File: src/rtl/mu0_io_bridge.sv
// mu0_io_bridge: sits between the MU0 core memory port and system RAM.
// Accesses outside the 16-word I/O window pass straight through to RAM;
// accesses inside the window hit a TX FIFO, an RX holding register, a
// status register and (optionally) a free-running cycle counter.
// Reads are combinational so the core can sample data in the same cycle
// it drives the address.
// Optional feature: define MU0_IO_CYCLE_COUNTER_EN to build the 16-bit
// cycle counter at offset +3; without it CYCLE reads 0 and ignores writes.
module mu0_io_bridge #(
  parameter logic [11:0] IO_BASE    = 12'hFF0,
  parameter int          FIFO_DEPTH = 4
) (
  input  logic        clk,
  input  logic        rst,
  input  logic [11:0] cpu_address,
  input  logic [15:0] cpu_wdata,
  input  logic        cpu_read,
  input  logic        cpu_write,
  output logic [15:0] cpu_rdata,
  input  logic [15:0] mem_rdata,
  output logic        mem_read,
  output logic        mem_write,
  output logic [15:0] tx_data,
  output logic        tx_valid,
  input  logic        tx_ready,
  input  logic [15:0] rx_data,
  input  logic        rx_strobe
);

  localparam int PW = (FIFO_DEPTH > 1) ? $clog2(FIFO_DEPTH) : 1;
  localparam int CW = $clog2(FIFO_DEPTH + 1);
  localparam logic [CW-1:0] DEPTH_C = CW'(FIFO_DEPTH);

  localparam logic [3:0] OFF_TXDATA = 4'h0;
  localparam logic [3:0] OFF_STATUS = 4'h1;
  localparam logic [3:0] OFF_RXDATA = 4'h2;
  localparam logic [3:0] OFF_CYCLE  = 4'h3;

  // Address decode and per-register access strobes
  logic       io_sel;
  logic [3:0] offset;
  logic       push_req;
  logic       status_wr;
  logic       rxdata_rd;

  assign io_sel    = (cpu_address[11:4] == IO_BASE[11:4]);
  assign offset    = cpu_address[3:0];
  assign push_req  = cpu_write & io_sel & (offset == OFF_TXDATA);
  assign status_wr = cpu_write & io_sel & (offset == OFF_STATUS);
  assign rxdata_rd = cpu_read  & io_sel & (offset == OFF_RXDATA);

  // RAM side: RAM never sees a write while reset is held
  assign mem_read  = cpu_read  & ~io_sel;
  assign mem_write = cpu_write & ~io_sel & rst;

  // TX FIFO storage and bookkeeping
  logic [15:0]   fifo_mem [FIFO_DEPTH];
  logic [PW-1:0] wr_ptr;
  logic [PW-1:0] rd_ptr;
  logic [CW-1:0] count;
  logic          tx_empty;
  logic          tx_full;
  logic          pop;
  logic          push_accept;
  logic          push_drop;

  assign tx_empty    = (count == '0);
  assign tx_full     = (count == DEPTH_C);
  assign tx_valid    = ~tx_empty;
  assign tx_data     = fifo_mem[rd_ptr];
  assign pop         = tx_valid & tx_ready;
  // A push into a full FIFO still fits if the head leaves on the same edge
  assign push_accept = push_req & (~tx_full | pop);
  assign push_drop   = push_req & tx_full & ~pop;

  // FIFO data array; contents need no reset since the pointers define validity
  always_ff @(posedge clk) begin
    if (push_accept) begin
      fifo_mem[wr_ptr] <= cpu_wdata;
    end
  end

  // FIFO pointers and occupancy; reset discards any queued words
  always_ff @(posedge clk) begin
    if (!rst) begin
      wr_ptr <= '0;
      rd_ptr <= '0;
      count  <= '0;
    end else begin
      if (push_accept) begin
        wr_ptr <= wr_ptr + PW'(1);
      end
      if (pop) begin
        rd_ptr <= rd_ptr + PW'(1);
      end
      case ({push_accept, pop})
        2'b10:   count <= count + CW'(1);
        2'b01:   count <= count - CW'(1);
        default: count <= count;
      endcase
    end
  end

  // RX holding register; loads on every strobe, no backpressure
  logic [15:0] rx_hold;

  always_ff @(posedge clk) begin
    if (rx_strobe) begin
      rx_hold <= rx_data;
    end
  end

  // Sticky status flags; a new set event beats a same-cycle W1C clear
  logic rx_full;
  logic rx_overrun;
  logic tx_drop;

  always_ff @(posedge clk) begin
    if (!rst) begin
      rx_full    <= 1'b0;
      rx_overrun <= 1'b0;
      tx_drop    <= 1'b0;
    end else begin
      if (rx_strobe) begin
        rx_full <= 1'b1;
      end else if (rxdata_rd) begin
        rx_full <= 1'b0;
      end

      if (rx_strobe & rx_full & ~rxdata_rd) begin
        rx_overrun <= 1'b1;
      end else if (status_wr & cpu_wdata[3]) begin
        rx_overrun <= 1'b0;
      end

      if (push_drop) begin
        tx_drop <= 1'b1;
      end else if (status_wr & cpu_wdata[4]) begin
        tx_drop <= 1'b0;
      end
    end
  end

  logic [15:0] cycle_value;

`ifdef MU0_IO_CYCLE_COUNTER_EN
  logic        cycle_wr;
  logic [15:0] cycle_count;

  assign cycle_wr    = cpu_write & io_sel & (offset == OFF_CYCLE);
  assign cycle_value = cycle_count;

  // Free-running cycle counter; a CPU write replaces that edge's increment
  always_ff @(posedge clk) begin
    if (!rst) begin
      cycle_count <= 16'h0000;
    end else if (cycle_wr) begin
      cycle_count <= cpu_wdata;
    end else begin
      cycle_count <= cycle_count + 16'h0001;
    end
  end
`else
  assign cycle_value = 16'h0000;
`endif

  // Read mux: RAM outside the window, mapped registers inside it
  always_comb begin
    cpu_rdata = 16'h0000;
    if (!io_sel) begin
      cpu_rdata = mem_rdata;
    end else begin
      case (offset)
        OFF_STATUS: cpu_rdata = {11'b0, tx_drop, rx_overrun, rx_full, tx_full, tx_empty};
        OFF_RXDATA: cpu_rdata = rx_hold;
        OFF_CYCLE:  cpu_rdata = cycle_value;
        default:    cpu_rdata = 16'h0000;
      endcase
    end
  end

endmodule

File: config.mk
export PLATFORM = sky130hd
export DESIGN_NAME = mu0_io_bridge
export DESIGN_NICKNAME = d
export VERILOG_FILES = /design/src/rtl/mu0_io_bridge.sv
export SDC_FILE = /design/constraint.sdc
export NUM_CORES = 1
export LEC_CHECK = 0
export CAP_MARGIN = 40
export CORE_MARGIN = 2
export CORE_UTILIZATION = 50
export CTS_BUF_LIST = sky130_fd_sc_hd__clkbuf_4
export DETAILED_ROUTE_END_ITERATION = 8
export PLACE_DENSITY = 0.8
export SLEW_MARGIN = 20
export SYNTH_ARGS = -nofsm -noshare
export SYNTH_HDL_FRONTEND = slang
export SYNTH_SLANG_ARGS = --single-unit
File: constraint.sdc
create_clock -name clk -period 2.8 [get_ports clk]
set_input_delay 0.42 -clock clk [delete_from_list [all_inputs] [get_ports clk]]
set_output_delay 0.42 -clock clk [all_outputs]
set_load 0.02 [all_outputs]
==> Word level (Yosys, flattened, before mapping) <==
Memory sizes are Yosys's and may differ from the RTL's. A register that Yosys moved wholly into a read port is not among the register bits.
Cells that the tools add are included.
{ "totals": {"ff_bits": 26, "input_bits": 66, "word_cells": 59, "mem_bits_rw": 64, "mem_count": 1} }
{ "mem_list": {"columns": ["memory", "words", "word_bits", "read_ports", "rd_ports_with_merged_regs", "write_ports", "line_no", "source"], "rows": [
  ["fifo_mem", 4, 16, 1, 1, 1, "57", "logic [15:0] fifo_mem [FIFO_DEPTH];"]
]} }
{ "classes": {"mux": 13, "n_eq_ne": 6, "bitwise": 22, "n_addsub": 4, "n_reduce_logical": 6} }
{ "op_table": {"columns": ["cell", "n"], "rows": [
  ["$pmux W16 S2", 1],
  ["$and A1 B1 Y1", 16],
  ["$mux W16", 1],
  ["$eq A8 B8 Y1 const B", 1],
  ["$mux W1", 8],
  ["$reduce_bool A2 Y1", 4],
  ["$pmux W3 S2", 1],
  ["$not A1 Y1", 5],
  ["$add A2 B1 Y2 const B", 2],
  ["$eq A4 B1 Y1 const B", 1],
  ["$eq A4 B2 Y1 const B", 1],
  ["$logic_not A4 Y1", 1],
  ["$mux W2", 2],
  ["$add A3 B1 Y3 const B", 1],
  ["$eq A3 B3 Y1 const B", 1],
  ["$logic_not A3 Y1", 1],
  ["$sub A3 B1 Y3 const B", 1],
  ["$eq A2 B1 Y1 const B", 1],
  ["$eq A2 B2 Y1 const B", 1],
  ["$or A1 B1 Y1", 1]
]} }

==> Logic depth before layout (Yosys ltp) <==
Gate-level depths: netlist of the first run.
{ "logic_depth": {"depth_word": 7, "mapped_depth": 10} }

==> Worst setup path after synthesis of the first run <==
OpenSTA, ideal clock, no wires.
{ "synth_path": {"path_type": "input -> register", "startpoint": "in cpu_address[3]", "endpoint": "reg count[2]", "required_ns": 2.728, "setup_slack_ns": 0.484, "path_stages": 10, "arrival_ns": 2.244, "setup_time_ns": 0.072, "path_cell_list": "or3_1 > nor4_4 > and2_1 > inv_1 > ha_1 > inv_1 > fa_1 > xor2_1 > or3_1 > a21oi_1"} }
{ "synth_between": {"elab_chain_len": 5, "elab_cells_between_ends": 7, "cone_classes": "eq/ne: 2; mux: 1; bitwise: 2; reduce/logical: 2"} }
{ "synth_lines": {"columns": ["element", "line_no", "source"], "rows": [
  ["start, declared", "15", "input logic [11:0] cpu_address,"],
  ["$logic_not A4 Y1 *", "48", "assign push_req = cpu_write & io_sel & (offset == OFF_TXDATA);"],
  ["$and A1 B1 Y1 *", "48", null],
  ["$and A1 B1 Y1 *", "73", "assign push_accept = push_req & (~tx_full | pop);"],
  ["$eq A2 B1 Y1 / $eq A2 B2 Y1 (equally long branches)", "96", "case ({push_accept, pop})"],
  ["$pmux W3 S2 / $reduce_bool A2 Y1 (equally long branches)", null, null],
  ["end signal, assigned", "97", "2'b10: count <= count + CW'(1);"],
  ["end signal, assigned", "98", "2'b01: count <= count - CW'(1);"],
  ["end signal, assigned", "99", "default: count <= count;"],
  ["end, declared", "60", "logic [CW-1:0] count;"]
]} }
Every way passes the cells marked *; elsewhere a longest branch is shown, timed or not.
A chain may end at the register's enable or synchronous reset.

==> Final worst setup path of the first run <==
{ "layout_path": {"startpoint": "in cpu_address[2]", "endpoint": "out cpu_rdata[13]"} }
{ "layout_between": {"elab_chain_len": 3, "elab_cells_between_ends": 4, "cone_classes": "eq/ne: 2; mux: 2"} }
{ "layout_lines": {"columns": ["element", "line_no", "source"], "rows": [
  ["$eq A4 B2 Y1 / $eq A4 B1 Y1 (equally long branches)", "173", "case (offset)"],
  ["$pmux W16 S2 *", "173", null],
  ["$mux W16 *", "170", "if (!io_sel) begin"],
  ["end, declared", "19", "output logic [15:0] cpu_rdata,"]
]} }
Marked as above.

==> impl_metrics.yaml, run 1 <==
run_status:
  status: "complete, no violations"
routing:
  postRouteAntennaNets: 0
  drt-total-wl_mm: 7.32
  via_per_inst: 5.35
  drc: 0
  post_drt_wl_per_cell_um: 16.7
  first_pass_iters: 4
  drt-initial-drc-count: 73
  vias: 2349
clock_network:
  cts_max_level: 3
  cts.clk_slew.worst_paths_ns: 0.14
  cts_sinks: 92
  clock_latency_ns: 0.43
  cts_max_path_buffers: 2
  cts_tree: "built"
  cts_buffers: 9
  clockRootBuffer: "clkbuf_4"
power:
  finalPower_mw: 2.34
  vdd_drop_max_v: 0.000285
  power.density_mw_per_mm2: 456
  p_leak_nw: 1.76
worst_setup_path:
  path_delay_family: "buffers and inverters"
  worstSetupStartpointType: "input port"
  path_class: "input port to output port"
  path_cells: "clkdlybuf4s50_1 > or4b_4 > nor3_4 > buf_4 > a22o_1 > dlygate4sd2_1"
  cp_slowest_cell: "or4b_4"
  cp.required_ns: 2.38
  crit_fanout: 9
  end_kind: "output port"
  crit_path_max_incr_delay_ns: 0.54
  crit_buf_inv: 3
  cp.arrival_ns: 2.27
layout:
  n_antenna_cell: 0
  area_growth_pct: 37.6
  drive_gt1_frac: 0.182
  fin_nets: 407
  fin_util: 0.710
synth:
  syn_inst: 209
  synth-seq-cells: 92
  yosysWarnings: 0
  synth_top_area_share: 0.645
  netlist_top_cells_area: "edfxtp_1 (64%), mux4_2 (9.7%), dfxtp_1 (6.4%)"
  synth-main-ff-cell: "edfxtp_1"
  ys_seq_area_frac: 0.709
  synthArstFlopShare: 0
  syn-cell-area_sq_mm: 0.00372
  ys_top_cells_by_count: "edfxtp_1 (80), mux4_2 (16), dfxtp_1 (12)"
  yosysUniqueCellTypes: 42
  synth_nets: 281
  syn_area_per_cell_sq_um: 17.8
  synth-edff-count: 80
  yosysMostFrequentCell: "edfxtp_1"
  yosys.area.top_type: "edfxtp_1"
sta:
  relSlewSlack: 0.473
  final-setup-viol-count: 0
  setup_slack_ns: 0.109
  min_period_ns: 2.69
  rsz0062_at_grt: "no"
  timing.fmax_ghz: 0.372
  period_share: 0.961
  hold_viol_final: 0
  fin_skew_ns: 0.0137
  worstMarginPinSlew_ns: 0.788
  drv_slew: 0
placed_design:
  dpl_worst_slack_ns: -0.184
  place.gp.congestion: 0.816
  hpwlAfterDp_mm: 5.19
  io_buffers: 100
die:
  die-area_sq_mm: 0.00816
  rows: 31
  core-area_sq_mm: 0.00721
  initial_core_util: 0.516
  io_pins: 101
  die_w_um: 90.3
  die_y_um: 90.3
flow_run:
  maxCapViolations: 0
global_route:
  grt_pass1_vias: 2444
  antenna_found_initial: 0
  grt_pass1_wl_mm: 11.9
  grt.overflow.total: 0
  grt_max_degree: 19
  track_usage: 0.187
worst_hold_path:
  hold_path.class: "register to register"
where the power goes:
part | switching (mW) | internal (mW)
sequential | 0.00739 | 1.51
clock | 0.450 | 0.186
combinational | 0.0705 | 0.112
worst register-to-register path, delay by kind of cell (launching register included):
family,cells,cell delay (ns)
XOR/XNOR,1,0.17
AO/OA/AOI/OAI,1,0.17
adder cells (fa/ha/maj),2,0.53
AND/OR/NAND/NOR,4,1.09
flip-flops,1,0.38
buffers and inverters,2,0.10
cells by family after synthesis:
logic type,synth area share
AOI/OAI and AO/OA,0.0635
xor gates and xnor gates,0.00941
adders and majority gates,0.0222
buffers and inverters,0.0191
DFF,0.709
muxes,0.0967
and+or+nand+nor,0.0796
cells in the final DEF, fill, tap and decap left out, types with 2 or more instances in the layout:
| master | count |
|---|---|
| a21oi_1 | 4 |
| a22o_1 | 11 |
| a32oi_1 | 4 |
| a41oi_1 | 2 |
| and2_1 | 3 |
| and3_1 | 4 |
| buf_12 | 4 |
| buf_4 | 18 |
| clkbuf_4 | 9 |
| clkdlybuf4s50_1 | 84 |
| clkinv_1 | 2 |
| clkinvlp_4 | 2 |
| dfxtp_1 | 12 |
| dlygate4sd2_1 | 16 |
| edfxtp_1 | 80 |
| ha_1 | 5 |
| inv_1 | 8 |
| inv_6 | 2 |
| mux4_2 | 16 |
| nand2_1 | 11 |
| nand2b_1 | 2 |
| nand3_1 | 3 |
| nor2_1 | 8 |
| o21ai_2 | 2 |
| or3_1 | 3 |
| xor2_1 | 3 |
worst paths after layout:
check	cells after the start	to	slack, ns	startpoint
worst max-delay path	6	cpu_rdata[13]	0.11	cpu_address[2]
worst min-delay path	2	wr_ptr[0]	0.51	wr_ptr[0]
worst max register to register	10	count[2]	0.32	count[2]
worst min register to register	2	wr_ptr[0]	0.51	wr_ptr[0]
state kept, by name, summed over array words and instances (netlist names), named ones only:
| signal | count |
|---|---|
| count | 3 |
| fifo_mem | 64 |
| rd_ptr | 2 |
| rx_full | 1 |
| rx_hold | 16 |
| rx_overrun | 1 |
| tx_drop | 1 |
| wr_ptr | 2 |
layer usage:
layer / GRT usage / vias to the layer above / wire, um
li1: - / 1093 / -
met1: 0.222 / 1158 / 3010
met2: 0.328 / 88 / 3690
met3: 0.0543 / 10 / 507
met4: 0.0654 / 0 / 119
met5: 0 / - / 0
cell type report:
class | count | area, sq um
Tap cell | 99 | 124
Multi-Input combinational cell | 101 | 1010
Timing Repair Buffer | 122 | 1200
Clock inverter | 7 | 50.0
Inverter | 9 | 33.8
Fill cell | 507 | 2090
Sequential cell | 92 | 2640
Clock buffer | 9 | 67.6
through the flow:
step	hold slack [ns]	cells	area [sq um]	TNS, ns
after floorplan	0.462	209	3720	0
after global placement	0.473	423	5030	-1.87
after detailed placement	0.497	423	5030	-2.23
after CTS	0.511	439	5120	0
after global routing	0.510	439	5120	0
final	0.513	439	5120	0
repair_timing:
item / 4_1_cts / 5_1_grt
setup buffers: 0 / 0
endpoints found under the setup margin: 16 / 0
hold buffers: 0 / 0
resized for setup: 16 / 0
Note: power is estimated with default switching activity, not from simulation.
==> run 2: changes to the inputs <==
Settings changed: CORE_UTILIZATION 50 to 45, PLACE_DENSITY 0.8 to 0.76.
Clock period 2.8 ns to 2.3 ns, I/O delays scaled along.
==> run 2 against run 1 <==
Design area increased by 2.4%. Wire length is 3.1% higher. Sequential power rose by 22%. Worst hold slack lost 0.058 ns. Via count decreased by 1.2%. Critical path type is now register to register. Largest cell class unchanged.
==> impl_metrics.yaml, run 2 (synthesized netlist as in run 1, its figures left out) <==
power:
  vdd_drop_max_v: 0.000247
  p_leak_nw: 1.87
  power.density_mw_per_mm2: 571
  finalPower_mw: 3.00
global_route:
  grt_pass1_vias: 2516
  track_usage: 0.181
  grt.overflow.total: 0
  grt_max_degree: 19
  antenna_found_initial: 0
  grt_pass1_wl_mm: 12.0
sta:
  final.setup.tns_ns: 0
  timing.fmax_ghz: 0.444
  relSlewSlack: 0.802
  hold_viol_final: 0
  fin_skew_ns: 0.0211
  period_share: 0.980
  rsz0062_at_grt: "yes"
  worstMarginPinSlew_ns: 0.296
  min_period_ns: 2.25
  setup_slack_ns: 0.0453
  final-setup-viol-count: 0
  drv_slew: 0
worst_setup_path:
  r2r_setup_slack_ns: 0.05
  cp.arrival_ns: 2.64
  crit_fanout: 3
  end_kind: "register"
  reg2reg_depth: 11
  worstSetupStartpointType: "register"
  path_class: "register to register"
  r2r_start: "count[0]"
  cp.required_ns: 2.68
  reg2reg_to: "count[2]"
routing:
  via_per_inst: 5.11
  postRouteAntennaNets: 0
  drt-total-wl_mm: 7.55
  drt-initial-drc-count: 57
  drc: 0
  vias: 2320
  post_drt_wl_per_cell_um: 16.6
  first_pass_iters: 4
placed_design:
  hpwlAfterDp_mm: 5.28
  io_buffers: 100
  dp_cells: 436
  dpl_worst_slack_ns: -0.506
  place.gp.congestion: 0.745
clock_network:
  cts_max_path_buffers: 2
  cts_max_level: 3
  clockRootBuffer: "clkbuf_4"
  cts_tree: "built"
  cts_buffers: 9
  clock_latency_ns: 0.43
  cts.clk_slew.worst_paths_ns: 0.16
  cts_sinks: 92
flow_run:
  maxCapViolations: 0
die:
  die_w_um: 95.0
  io_pins: 101
  core-area_sq_mm: 0.00813
  initial_core_util: 0.458
  die_y_um: 95.0
  die-area_sq_mm: 0.00902
  rows: 33
worst_hold_path:
  hold_end: "rx_hold[2]"
  hold_path.class: "input port to register"
  worstHoldPathCells: 1
  min_from: "rx_data[2]"
layout:
  instances_no_fill: 454
  top_regs: "fifo_mem (64), rx_hold (16), count (3)"
  layout_commonest_cell: "edfxtp_1"
  layout_common_cells: "edfxtp_1 (80), clkdlybuf4s50_1 (61), dlygate4sd2_1 (22), buf_4 (22), mux4_2 (16)"
  fin_nets: 416
  area_growth_pct: 40.8
  n_antenna_cell: 0
  drive_gt1_frac: 0.275
  largest_register_ffs: 64
  top_register: "fifo_mem"
run_status:
  status: "complete, no violations"
[run 2: cell count changes in the layout (fill, tap and decap cells not counted), sizes merged]
| cell | previous run | this run |
|---|---|---|
| buf | 22 | 42 |
| bufinv | 0 | 1 |
| clkbuf | 9 | 14 |
| clkdlybuf4s15 | 0 | 1 |
| clkdlybuf4s50 | 84 | 61 |
| clkinvlp | 2 | 0 |
| dlygate4sd2 | 16 | 22 |
| inv | 10 | 11 |
[run 2: worst max-delay path by stage]
stage / startpoint / end / slack, ns / cells past startpoint
global placement: cpu_address[0] / cpu_rdata[0] / -0.45 / 6
CTS: cpu_address[0] / cpu_rdata[14] / 0.005 / 6
finish: count[0] / count[2] / 0.05 / 11
global route: count[0] / count[2] / -0.09 / 11
detailed placement: cpu_address[0] / cpu_rdata[0] / -0.51 / 6
floorplan: cpu_address[3] / count[2] / 0.06 / 10
[run 2: timing repair]
| item | 4_1_cts | 5_1_grt |
|---|---|---|
| gates resized for setup | 82 | 21 |
| setup buffers | 1 | 0 |
| hold buffers | 0 | 0 |
| cloned | 1 | 1 |
| pin swaps | 4 | 4 |
| setup endpoints to repair | 36 | 26 |
[run 2: area by class of cell]
cell class / instances / area (sq um)
Fill cell: 610 / 2890
Sequential cell: 92 / 2650
Timing Repair Buffer: 131 / 1230
Multi-Input combinational cell: 101 / 1040
Tap cell: 105 / 131
Clock inverter: 7 / 92.6
Clock buffer: 9 / 67.6
Inverter: 9 / 33.8
[run 2: layer usage]
metal | vias to the layer above | GRT usage | wire (um)
met1 | 1106 | 0.223 | 3080
met3 | 10 | 0.0399 | 475
li1 | 1115 | - | -
met2 | 89 | 0.314 | 3870
met4 | 0 | 0.0688 | 117
met5 | - | 0 | 0
[run 2: per-stage QoR]
step | hold WS (ns) | util | cell area, sq um
after floorplan | 0.444 | - | 3720
after global placement | 0.484 | 0.627 | 5100
after detailed placement | 0.503 | 0.627 | 5100
after CTS | 0.425 | 0.646 | 5260
after global routing | 0.437 | 0.645 | 5250
final | 0.455 | 0.645 | 5250
[run 2: worst max-delay path, cell delays in order, from the launching register on]
cell      delay [ns]
dfxtp_2         0.35
buf_4           0.14
nor3b_4         0.22
nand2b_1        0.10
and2_1          0.14
inv_1           0.05
ha_2            0.17
inv_1           0.05
fa_1            0.38
xor2_1          0.16
or3_1           0.32
a21oi_2         0.14
[run 2: power by group]
group	internal [mW]	total, mW	switching [mW]
combinational	0.134	0.220	0.0860
sequential	1.84	1.85	0.0102
clock	0.360	0.931	0.571
